File: config.mk
export PLATFORM = sky130hd
export DESIGN_NAME = ss_matrix_tx
export DESIGN_NICKNAME = d
export VERILOG_FILES = /design/src/rtl/ss_pkg.sv /design/src/rtl/ss_tx_buf.sv /design/src/rtl/ss_matrix_tx.sv
export SDC_FILE = /design/constraint.sdc
export NUM_CORES = 1
export LEC_CHECK = 0
export BUFFER_PORTS_ARGS = -buffer_cell sky130_fd_sc_hd__buf_2
export CORE_ASPECT_RATIO = 0.5
export CORE_MARGIN = 2
export CORE_UTILIZATION = 50
export CTS_BUF_LIST = sky130_fd_sc_hd__clkbuf_4
export CTS_CLUSTER_SIZE = 24
export DETAILED_ROUTE_END_ITERATION = 8
export PLACE_DENSITY_LB_ADDON = 0.05
export SLEW_MARGIN = 20
export SYNTH_ARGS = -nofsm -noshare
export SYNTH_HDL_FRONTEND = slang
export SYNTH_HIERARCHICAL = 1
export SYNTH_SLANG_ARGS = --single-unit
File: constraint.sdc
create_clock -name clk -period 4.1 [get_ports clk]
set_clock_uncertainty 0.2 [all_clocks]
set_input_delay 0.615 -clock clk [delete_from_list [all_inputs] [get_ports clk]]
set_output_delay 0.615 -clock clk [all_outputs]
set_load 0.01 [all_outputs]
File: src/rtl/ss_pkg.sv
// Shared types and size helpers for the SS matrix initiator.
package ss_pkg;

  typedef enum logic [2:0] {IDLE, LOAD, SEND, WAIT, RECV} state_t;

  localparam int unsigned N_SMALL  = 4;
  localparam int unsigned N_LARGE  = 8;
  localparam int unsigned MAX_ELEM = 64;

  function automatic logic [3:0] n_of(input logic size);
    return size ? 4'(N_LARGE) : 4'(N_SMALL);
  endfunction

  function automatic logic [6:0] elems_of(input logic size);
    return size ? 7'(N_LARGE * N_LARGE) : 7'(N_SMALL * N_SMALL);
  endfunction

endpackage

File: src/rtl/ss_tx_buf.sv
// Matrix staging buffer: one write port, one registered read port.
module ss_tx_buf #(
  parameter int unsigned DATA_W = 16,
  parameter int unsigned DEPTH  = 64,
  localparam int unsigned AW    = $clog2(DEPTH)
) (
  input  logic              clk,
  input  logic              rst_n,
  input  logic              i_wr_en,
  input  logic [AW-1:0]     i_wr_addr,
  input  logic [DATA_W-1:0] i_wr_data,
  input  logic              i_rd_en,
  input  logic [AW-1:0]     i_rd_addr,
  output logic [DATA_W-1:0] o_rd_data
);

  logic [DATA_W-1:0] r_mem [DEPTH];
  logic [DATA_W-1:0] r_rd_data;

  always_ff @(posedge clk) begin
    if (i_wr_en) r_mem[i_wr_addr] <= i_wr_data;
  end

  // Read register clears when not reading so it can drive the SS element bus directly.
  always_ff @(posedge clk) begin
    if (!rst_n)       r_rd_data <= '0;
    else if (i_rd_en) r_rd_data <= r_mem[i_rd_addr];
    else              r_rd_data <= '0;
  end

  assign o_rd_data = r_rd_data;

endmodule

File: src/rtl/ss_matrix_tx.sv
// SS matrix initiator: buffers a host matrix, streams it to SS, forwards the result burst.
module ss_matrix_tx
  import ss_pkg::*;
#(
  parameter int unsigned DATA_W  = 16,
  parameter int unsigned OUT_W   = 40,
  parameter int unsigned TIMEOUT = 1024
) (
  input  logic              clk,
  input  logic              rst_n,
  input  logic              cfg_size,
  input  logic              wr_valid,
  input  logic [DATA_W-1:0] wr_data,
  output logic              wr_ready,
  output logic              busy,
  output logic              in_valid,
  output logic [DATA_W-1:0] matrix,
  output logic              matrix_size,
  input  logic              out_valid,
  input  logic [OUT_W-1:0]  out_value,
  output logic              res_valid,
  output logic [OUT_W-1:0]  res_data,
  output logic              res_last,
  output logic              timeout_err
);

  localparam int unsigned TW = $clog2(TIMEOUT);

  state_t          r_state, w_next;
  logic            r_size;
  logic [5:0]      r_wr_cnt, r_rd_cnt;
  logic [2:0]      r_res_cnt;
  logic [TW-1:0]   r_timer;
  logic            r_in_valid, r_matrix_size, r_res_valid, r_res_last, r_timeout;
  logic [OUT_W-1:0] r_res_data;

  logic            w_accept, w_load_done, w_send_more, w_res_fire, w_res_done, w_timeout;
  logic [6:0]      w_elems_m1;
  logic [3:0]      w_n_m1;
  logic [5:0]      w_last_elem, w_rd_addr;
  logic [2:0]      w_last_res;
  logic            w_rd_en;

  assign wr_ready    = (r_state == IDLE) || (r_state == LOAD);
  assign busy        = (r_state != IDLE);
  assign w_accept    = wr_valid && wr_ready;
  assign w_elems_m1  = elems_of(r_size) - 7'd1;
  assign w_n_m1      = n_of(r_size) - 4'd1;
  assign w_last_elem = w_elems_m1[5:0];
  assign w_last_res  = w_n_m1[2:0];

  always_ff @(posedge clk) begin
    if (!rst_n) r_state <= IDLE;
    else        r_state <= w_next;
  end

  always_comb begin
    w_next      = r_state;
    w_load_done = 1'b0;
    w_send_more = 1'b0;
    w_res_fire  = 1'b0;
    w_res_done  = 1'b0;
    w_timeout   = 1'b0;
    case (r_state)
      IDLE: if (w_accept) w_next = LOAD;
      LOAD: if (w_accept && (r_wr_cnt == w_last_elem)) begin
        w_load_done = 1'b1;
        w_next      = SEND;
      end
      SEND: if (r_rd_cnt == w_last_elem) w_next = WAIT;
            else                         w_send_more = 1'b1;
      WAIT, RECV: begin
        if (out_valid) begin
          w_res_fire = 1'b1;
          w_res_done = (r_res_cnt == w_last_res);
          w_next     = w_res_done ? IDLE : RECV;
        end else if ((r_state == WAIT) && (r_timer == TW'(TIMEOUT - 1))) begin
          w_timeout = 1'b1;
          w_next    = IDLE;
        end
      end
      default: w_next = IDLE;
    endcase
  end

  // Element 0 is prefetched on the accepting edge of the last word, so each SEND
  // edge fetches one ahead of the element currently on the bus.
  assign w_rd_en   = w_load_done || w_send_more;
  assign w_rd_addr = w_load_done ? '0 : r_rd_cnt + 6'd1;

  ss_tx_buf #(
    .DATA_W (DATA_W),
    .DEPTH  (MAX_ELEM)
  ) u_buf (
    .clk       (clk),
    .rst_n     (rst_n),
    .i_wr_en   (w_accept),
    .i_wr_addr (r_wr_cnt),
    .i_wr_data (wr_data),
    .i_rd_en   (w_rd_en),
    .i_rd_addr (w_rd_addr),
    .o_rd_data (matrix)
  );

  always_ff @(posedge clk) begin
    if (!rst_n) begin
      r_size        <= 1'b0;
      r_wr_cnt      <= '0;
      r_rd_cnt      <= '0;
      r_res_cnt     <= '0;
      r_timer       <= '0;
      r_in_valid    <= 1'b0;
      r_matrix_size <= 1'b0;
      r_res_valid   <= 1'b0;
      r_res_data    <= '0;
      r_res_last    <= 1'b0;
      r_timeout     <= 1'b0;
    end else begin
      if ((r_state == IDLE) && w_accept) r_size <= cfg_size;
      if (w_load_done)   r_wr_cnt <= '0;
      else if (w_accept) r_wr_cnt <= r_wr_cnt + 6'd1;
      r_rd_cnt      <= w_send_more ? r_rd_cnt + 6'd1 : '0;
      r_timer       <= ((r_state == WAIT) && (w_next == WAIT)) ? r_timer + TW'(1) : '0;
      if (w_res_done)      r_res_cnt <= '0;
      else if (w_res_fire) r_res_cnt <= r_res_cnt + 3'd1;
      r_in_valid    <= w_rd_en;
      r_matrix_size <= w_load_done && r_size;
      r_res_valid   <= w_res_fire;
      r_res_data    <= w_res_fire ? out_value : '0;
      r_res_last    <= w_res_done;
      r_timeout     <= w_timeout;
    end
  end

  assign in_valid    = r_in_valid;
  assign matrix_size = r_matrix_size;
  assign res_valid   = r_res_valid;
  assign res_data    = r_res_data;
  assign res_last    = r_res_last;
  assign timeout_err = r_timeout;

endmodule

# Word-level counts from Yosys, hierarchy flattened
# Memories as Yosys holds them, arrays and structs flattened. A register that Yosys moved wholly into a read port is not among the register bits.
# Cells that the tools add are included.
[totals] register_bits=74 mem_bits_rw=1024 out_inout_bits=63 wordCells=70 memories=1
[op_classes] n_addsub=6 eq_ne=9 n_mux=21 bitwise=2 n_reduce_logical=19
[memory_table] memory="u_buf.r_mem" depth=64 width=16 read_ports=1 rd_clocked_by_memory_dff=1 wr=1 line_no="ss_tx_buf.sv:17" source="logic [DATA_W-1:0] r_mem [DEPTH];"
[op_table] op="$mux W3" n=7
[op_table] op="$add A6 B1 Y6 const B" n=2
[op_table] op="$eq A6 B6 Y1" n=2
[op_table] op="$pmux W3 S4" n=1
[op_table] op="$mux W1" n=11
[op_table] op="$add A10 B1 Y10 const B" n=1
[op_table] op="$eq A10 B10 Y1 const B" n=1
[op_table] op="$eq A3 B2 Y1 const B" n=3
[op_table] op="$reduce_and A2 Y1" n=4
[op_table] op="$logic_and A1 B1 Y1" n=6
[op_table] op="$mux W6" n=1
[op_table] op="$reduce_or A2 Y1" n=3
[op_table] op="$sub A6 B1 Y6 const B" n=1
[op_table] op="$mux W5" n=1
[op_table] op="$add A3 B1 Y3 const B" n=1
[op_table] op="$eq A3 B1 Y1 const B" n=1
[op_table] op="$eq A3 B3 Y1" n=1
[op_table] op="$eq A3 B3 Y1 const B" n=1
[op_table] op="$logic_not A3 Y1" n=1
[op_table] op="$reduce_bool A3 Y1" n=1
[op_table] op="$reduce_or A3 Y1" n=1
[op_table] op="$sub A3 B1 Y3 const B" n=1
[op_table] op="$logic_or A1 B1 Y1" n=2
[op_table] op="$not A1 Y1" n=2
[op_table] op="$logic_not A1 Y1" n=1

# Logic depth before layout (Yosys ltp)
[depth] word_depth=9 ltp_mapped=13 depth_no_buf=8

# Modules after synthesis
# The synthesis kept the hierarchy.
[modules_own_cells] module="ss_tx_buf" n_inst=1 cells_per_inst=1736 area_per_inst_um2=39653.0 seq_area_each_um2=31069.8
[modules_own_cells] module="ss_matrix_tx" n_inst=1 cells_per_inst=251 area_per_inst_um2=2546.2 seq_area_each_um2=1481.4

# Worst setup path after synthesis
# OpenSTA, ideal clock, no wires.
[synth_path] path_kind="input to register" startpoint="in wr_valid" endpoint="reg u_buf.r_rd_data[7] (netlist: u_buf/o_rd_data[7]) (read register of u_buf.r_mem)" setup_ns=0.117 arrival_ns=3.003 required_ns=3.783 slack_ns=0.779 cell_stages=10 path_buffers=3 cell_sequence="nor3b_1 buf_2 nor3b_2 nor2_1 buf_6 buf_6 mux4_2 mux4_2 or2_0 a32o_1"
[synth_via] elab_cells_between_ends=8 cone_classes="3 x mux; 5 x reduce/logical"
[synth_rtl] item="start: declaration" line_no="ss_matrix_tx.sv:12" source="input logic wr_valid,"
[synth_rtl] item="$logic_and A1 B1 Y1" line_no="ss_matrix_tx.sv:46" source="assign w_accept = wr_valid && wr_ready;"
[synth_rtl] item="named net w_accept" line_no="ss_matrix_tx.sv:37" source="logic w_accept, w_load_done, w_send_more, w_res_fire, w_res_done, w_timeout;"
[synth_rtl] item="$logic_and A1 B1 Y1" line_no="ss_matrix_tx.sv:66" source="LOAD: if (w_accept && (r_wr_cnt == w_last_elem)) begin"
[synth_rtl] item="$mux W1" line_no="ss_matrix_tx.sv:66"
[synth_rtl] item="$mux W1" line_no="ss_matrix_tx.sv:64" source="case (r_state)"
[synth_rtl] item="$mux W6" line_no="ss_matrix_tx.sv:89" source="assign w_rd_addr = w_load_done ? '0 : r_rd_cnt + 6'd1;"
[synth_rtl] item="named net w_rd_addr[0]" line_no="ss_matrix_tx.sv:40" source="logic [5:0] w_last_elem, w_rd_addr;"
[synth_rtl] item="end: declaration" line_no="ss_tx_buf.sv:18" source="logic [DATA_W-1:0] r_rd_data;"
# The timed path passes the listed nets, and every way through them passes these cells.
# A chain may end at the register's enable or synchronous reset.

# Worst setup path in the final report
[layout_path] startpoint="reg r_wr_cnt[4]" endpoint="reg u_buf.r_rd_data[3] (netlist: u_buf/o_rd_data[3]) (read register of u_buf.r_mem)"
[layout_via] elab_cells_between_ends=8 cone_classes="1 x eq/ne; 3 x mux; 4 x reduce/logical"
[layout_rtl] item="start: declaration" line_no="ss_matrix_tx.sv:31" source="logic [5:0] r_wr_cnt, r_rd_cnt;"
[layout_rtl] item="start signal: assignment" line_no="ss_matrix_tx.sv:121" source="else if (w_accept) r_wr_cnt <= r_wr_cnt + 6'd1;"
[layout_rtl] item="$eq A6 B6 Y1" line_no="ss_matrix_tx.sv:66"
[layout_rtl] item="$logic_and A1 B1 Y1" line_no="ss_matrix_tx.sv:66"
[layout_rtl] item="$mux W1" line_no="ss_matrix_tx.sv:66"
[layout_rtl] item="$mux W1" line_no="ss_matrix_tx.sv:64"
[layout_rtl] item="$mux W6" line_no="ss_matrix_tx.sv:89"
[layout_rtl] item="named net w_rd_addr[1]" line_no="ss_matrix_tx.sv:40"
# The timed path passes the listed nets, and every way through them passes these cells.

==> results.yml <==
synthesis:
  syn_nets: 2052
  synth_edf_count: 1024
  yosysTopAreaCellShare: 0.7287
  ys.flop_type: "edfxtp_1"
  yosys.area.top_type: "edfxtp_1"
  ys_types: 55
  ys_ff_latch: 1114
  synthArstFlopShare: 0
  synth_area_leaders: "edfxtp_1 73%, mux4_2 14%, dfxtp_1 4.3%"
  syn_avg_cell_area_um2: 21.24
  syn_inst: 1987
  syn-cell-area_um2: 42200
  seq_area_frac_synth: 0.7714
  ys_warn_count: 6
clock_network:
  cts_htree_levels: 4
  cts_buffers: 238
  clk_pin_slew_ps: 70
  cts_sinks: 1114
  cts_tree: "yes"
  cts_buffer_depth: 3
  clk_latency_ps: 1140
  cts_root_buf: "clkbuf_4"
die:
  row_count: 75
  die-area_um2: 86880
  io-pin-count: 124
  die_h_um: 209.4
  core-area_um2: 83710
  dieWidth_um: 414.9
  start_util: 0.5041
detailed_routing:
  final_antenna_net_count: 0
  vias: 22910
  drt-initial-drc-count: 2625
  routed_wl_mm: 113.6
  drc: 0
  viasPerCell: 5.847
  routedWlPerCell_um: 28.99
  first_pass_iters: 6
setup_path:
  worst-path-stages: 10
  crit_fanout: 37
  startpoint_type: "register"
  arrival_ps: 4680
  timing.critical_path.buf_inv: 2
  cp_cell_sequence: "nor3_1 -> nor2_1 -> nor3b_2 -> nor2_4 -> buf_12 -> buf_12 -> mux4_2 -> mux4_2 -> nand2b_1 -> a22o_1"
  cp_slowest_cell: "nor3b_2"
  critPathKind: "register to register"
  crit_path_end_kind: "register"
  required_ps: 4930
  path_delay_family: "simple AND/OR/NAND/NOR gates"
  rr_worst_depth: 10
  cp_slowest_stage_delay_ps: 660
timing:
  max_freq_mhz: 259.9
  period_needed_ps: 3848
  worst_hold_slack_ps: 198.9
  setup_tns_ps: 0
  setup_violations: 0
  slew_violations: 0
  setup_ws_ps: 252.1
  final_hold_viol_count: 0
  min_period_over_period: 0.9385
  tightest_slew_ps: 1067
  rsz0062_at_grt: "false"
  relSlewSlack: 0.2888
global_routing:
  grt_pass1_wl_mm: 162.9
  antenna_found_initial: 8
  grt_max_degree: 61
  overflow: 0
  grt_use_total: 0.2666
  grt_pass1_vias: 23230
cells_and_area:
  nets: 2657
  drive_gt1_frac: 0.3699
  syn_to_final_growth_pct: 18.90
  nFillCells: 6211
job:
  maxCapViolations: 0
power_and_ir_drop:
  power_frac_clock: 0.405
  seq_power_share: 0.575
  p_int_mw: 17.03
  switching_power_mw: 4.590
  p_leak_nw: 17.06
  irDropWorstVdd_uv: 294.0
  combPwrFrac: 0.020
  powerDensity_nw_per_um2: 430.9
  finalPower_mw: 21.62
  swShare: 0.2123
placed_design:
  gp_congestion: 0.8603
  dpl.hpwl_mm: 69.30
  place_ws_ps: 22.93
  io_buffers: 123
hold_path:
  hold_class: "primary input to register"
  hold_path_depth: 4
outcome:
  status: "finished, final reports clean"
[kinds of logic after synthesis]
| family | after synthesis | synth area share |
|---|---|---|
| compound gates | 143 | 0.02354 |
| buf+inv | 110 | 0.01331 |
| fa+ha+maj | 4 | 0.001186 |
| simple gates | 294 | 0.03502 |
| xor+xnor | 18 | 0.003736 |
| mux | 304 | 0.1518 |
| flops | 1114 | 0.7714 |
[metal layers]
metal,share of wire,GRT usage,up-vias
li1,-,-,9639
met1,0.44,0.3939,12110
met2,0.44,0.3817,1038
met3,0.10,0.08658,126
met4,0.017,0.07777,0
met5,0,0.005467,-
[state kept, by name, summed over array words and instances (netlist names)]
signal,cells
in_valid,1
matrix_size,1
r_rd_cnt,6
r_res_cnt,3
r_size,1
r_state,3
r_timer,10
r_wr_cnt,6
res_data,40
res_last,1
res_valid,1
timeout_err,1
u_buf/o_rd_data,16
u_buf/r_mem,1024
[through the flow]
step / utilization / cell area [um2] / instances
after floorplan: - / 42200 / 1987
after global placement: 0.5436 / 45500 / 3326
after detailed placement: 0.5438 / 45520 / 3327
after CTS: 0.5991 / 50150 / 3909
after global routing: 0.5993 / 50170 / 3914
final: 0.5994 / 50180 / 3918
[cell usage in the layout (no fill, tap or decap), types with 18 or more instances in the layout]
cell	count
a211oi_1	27
and2_1	41
buf_2	122
buf_4	191
clkbuf_4	385
clkinv_1	43
dfxtp_1	90
dlygate4sd3_1	141
edfxtp_1	1024
mux2i_1	36
mux4_2	265
nand2_1	48
nand3_1	18
nor2_1	81
nor2_2	21
o22ai_1	48
[worst paths after layout]
kind	from	slack [ps]	end
setup / recovery	r_wr_cnt[4]	250	u_buf/o_rd_data[3]
hold / removal	out_valid	200	r_res_cnt[1]
setup reg to reg	r_wr_cnt[4]	250	u_buf/o_rd_data[3]
hold reg to reg	r_timer[0]	260	r_timer[0]
[final cells by class]
class                           instances  area [um2]  area share
Multi-Input combinational cell        763        9196      0.1833
Timing Repair Buffer                  470        3776     0.07526
Clock inverter                         56       324.1    0.006459
Sequential cell                      1114       32550      0.6487
Inverter                                5       18.77   0.0003740
Clock buffer                          385        2890     0.05760
Antenna cell                            9       22.52   0.0004489
Tap cell                             1116        1396     0.02783
[worst register-to-register path, delay by kind of cell, from the launching register on]
kind | cells | cell delay [ps]
flip-flops | 1 | 320
AND/OR/NAND/NOR | 5 | 1590
multiplexers | 2 | 870
AO/OA/AOI/OAI | 1 | 220
buffers and inverters | 2 | 590
[power groups by stage]
stage,sequential (mW),combinational [mW],clock (mW)
2_1_floorplan,12.7,0.0611,0
3_3_place_gp,12.7,0.341,0
3_5_place_dp,12.7,0.353,0
4_1_cts,12.4,0.427,8.96
5_1_grt,12.4,0.462,9.55
6_report,12.4,0.431,8.77
[repair_timing]
item	in CTS	in global routing
hold buffers	141	0
buffers inserted	0	0
hold endpoints to repair	664	0
gates resized for setup	0	0
[synthesized netlist by cell type, drive strengths merged (14+ instances only)]
cell type and n:
edfxtp 1024, mux4 268, nor2 107, dfxtp 90, buf 59, nand2 48
o22ai 48, clkbuf 46, and2 41, mux2i 36, a211oi 28, nand3 18
nand2b 17, a31oi 16, a22o 15, xor2 14
(Power assumes the default switching activity.)
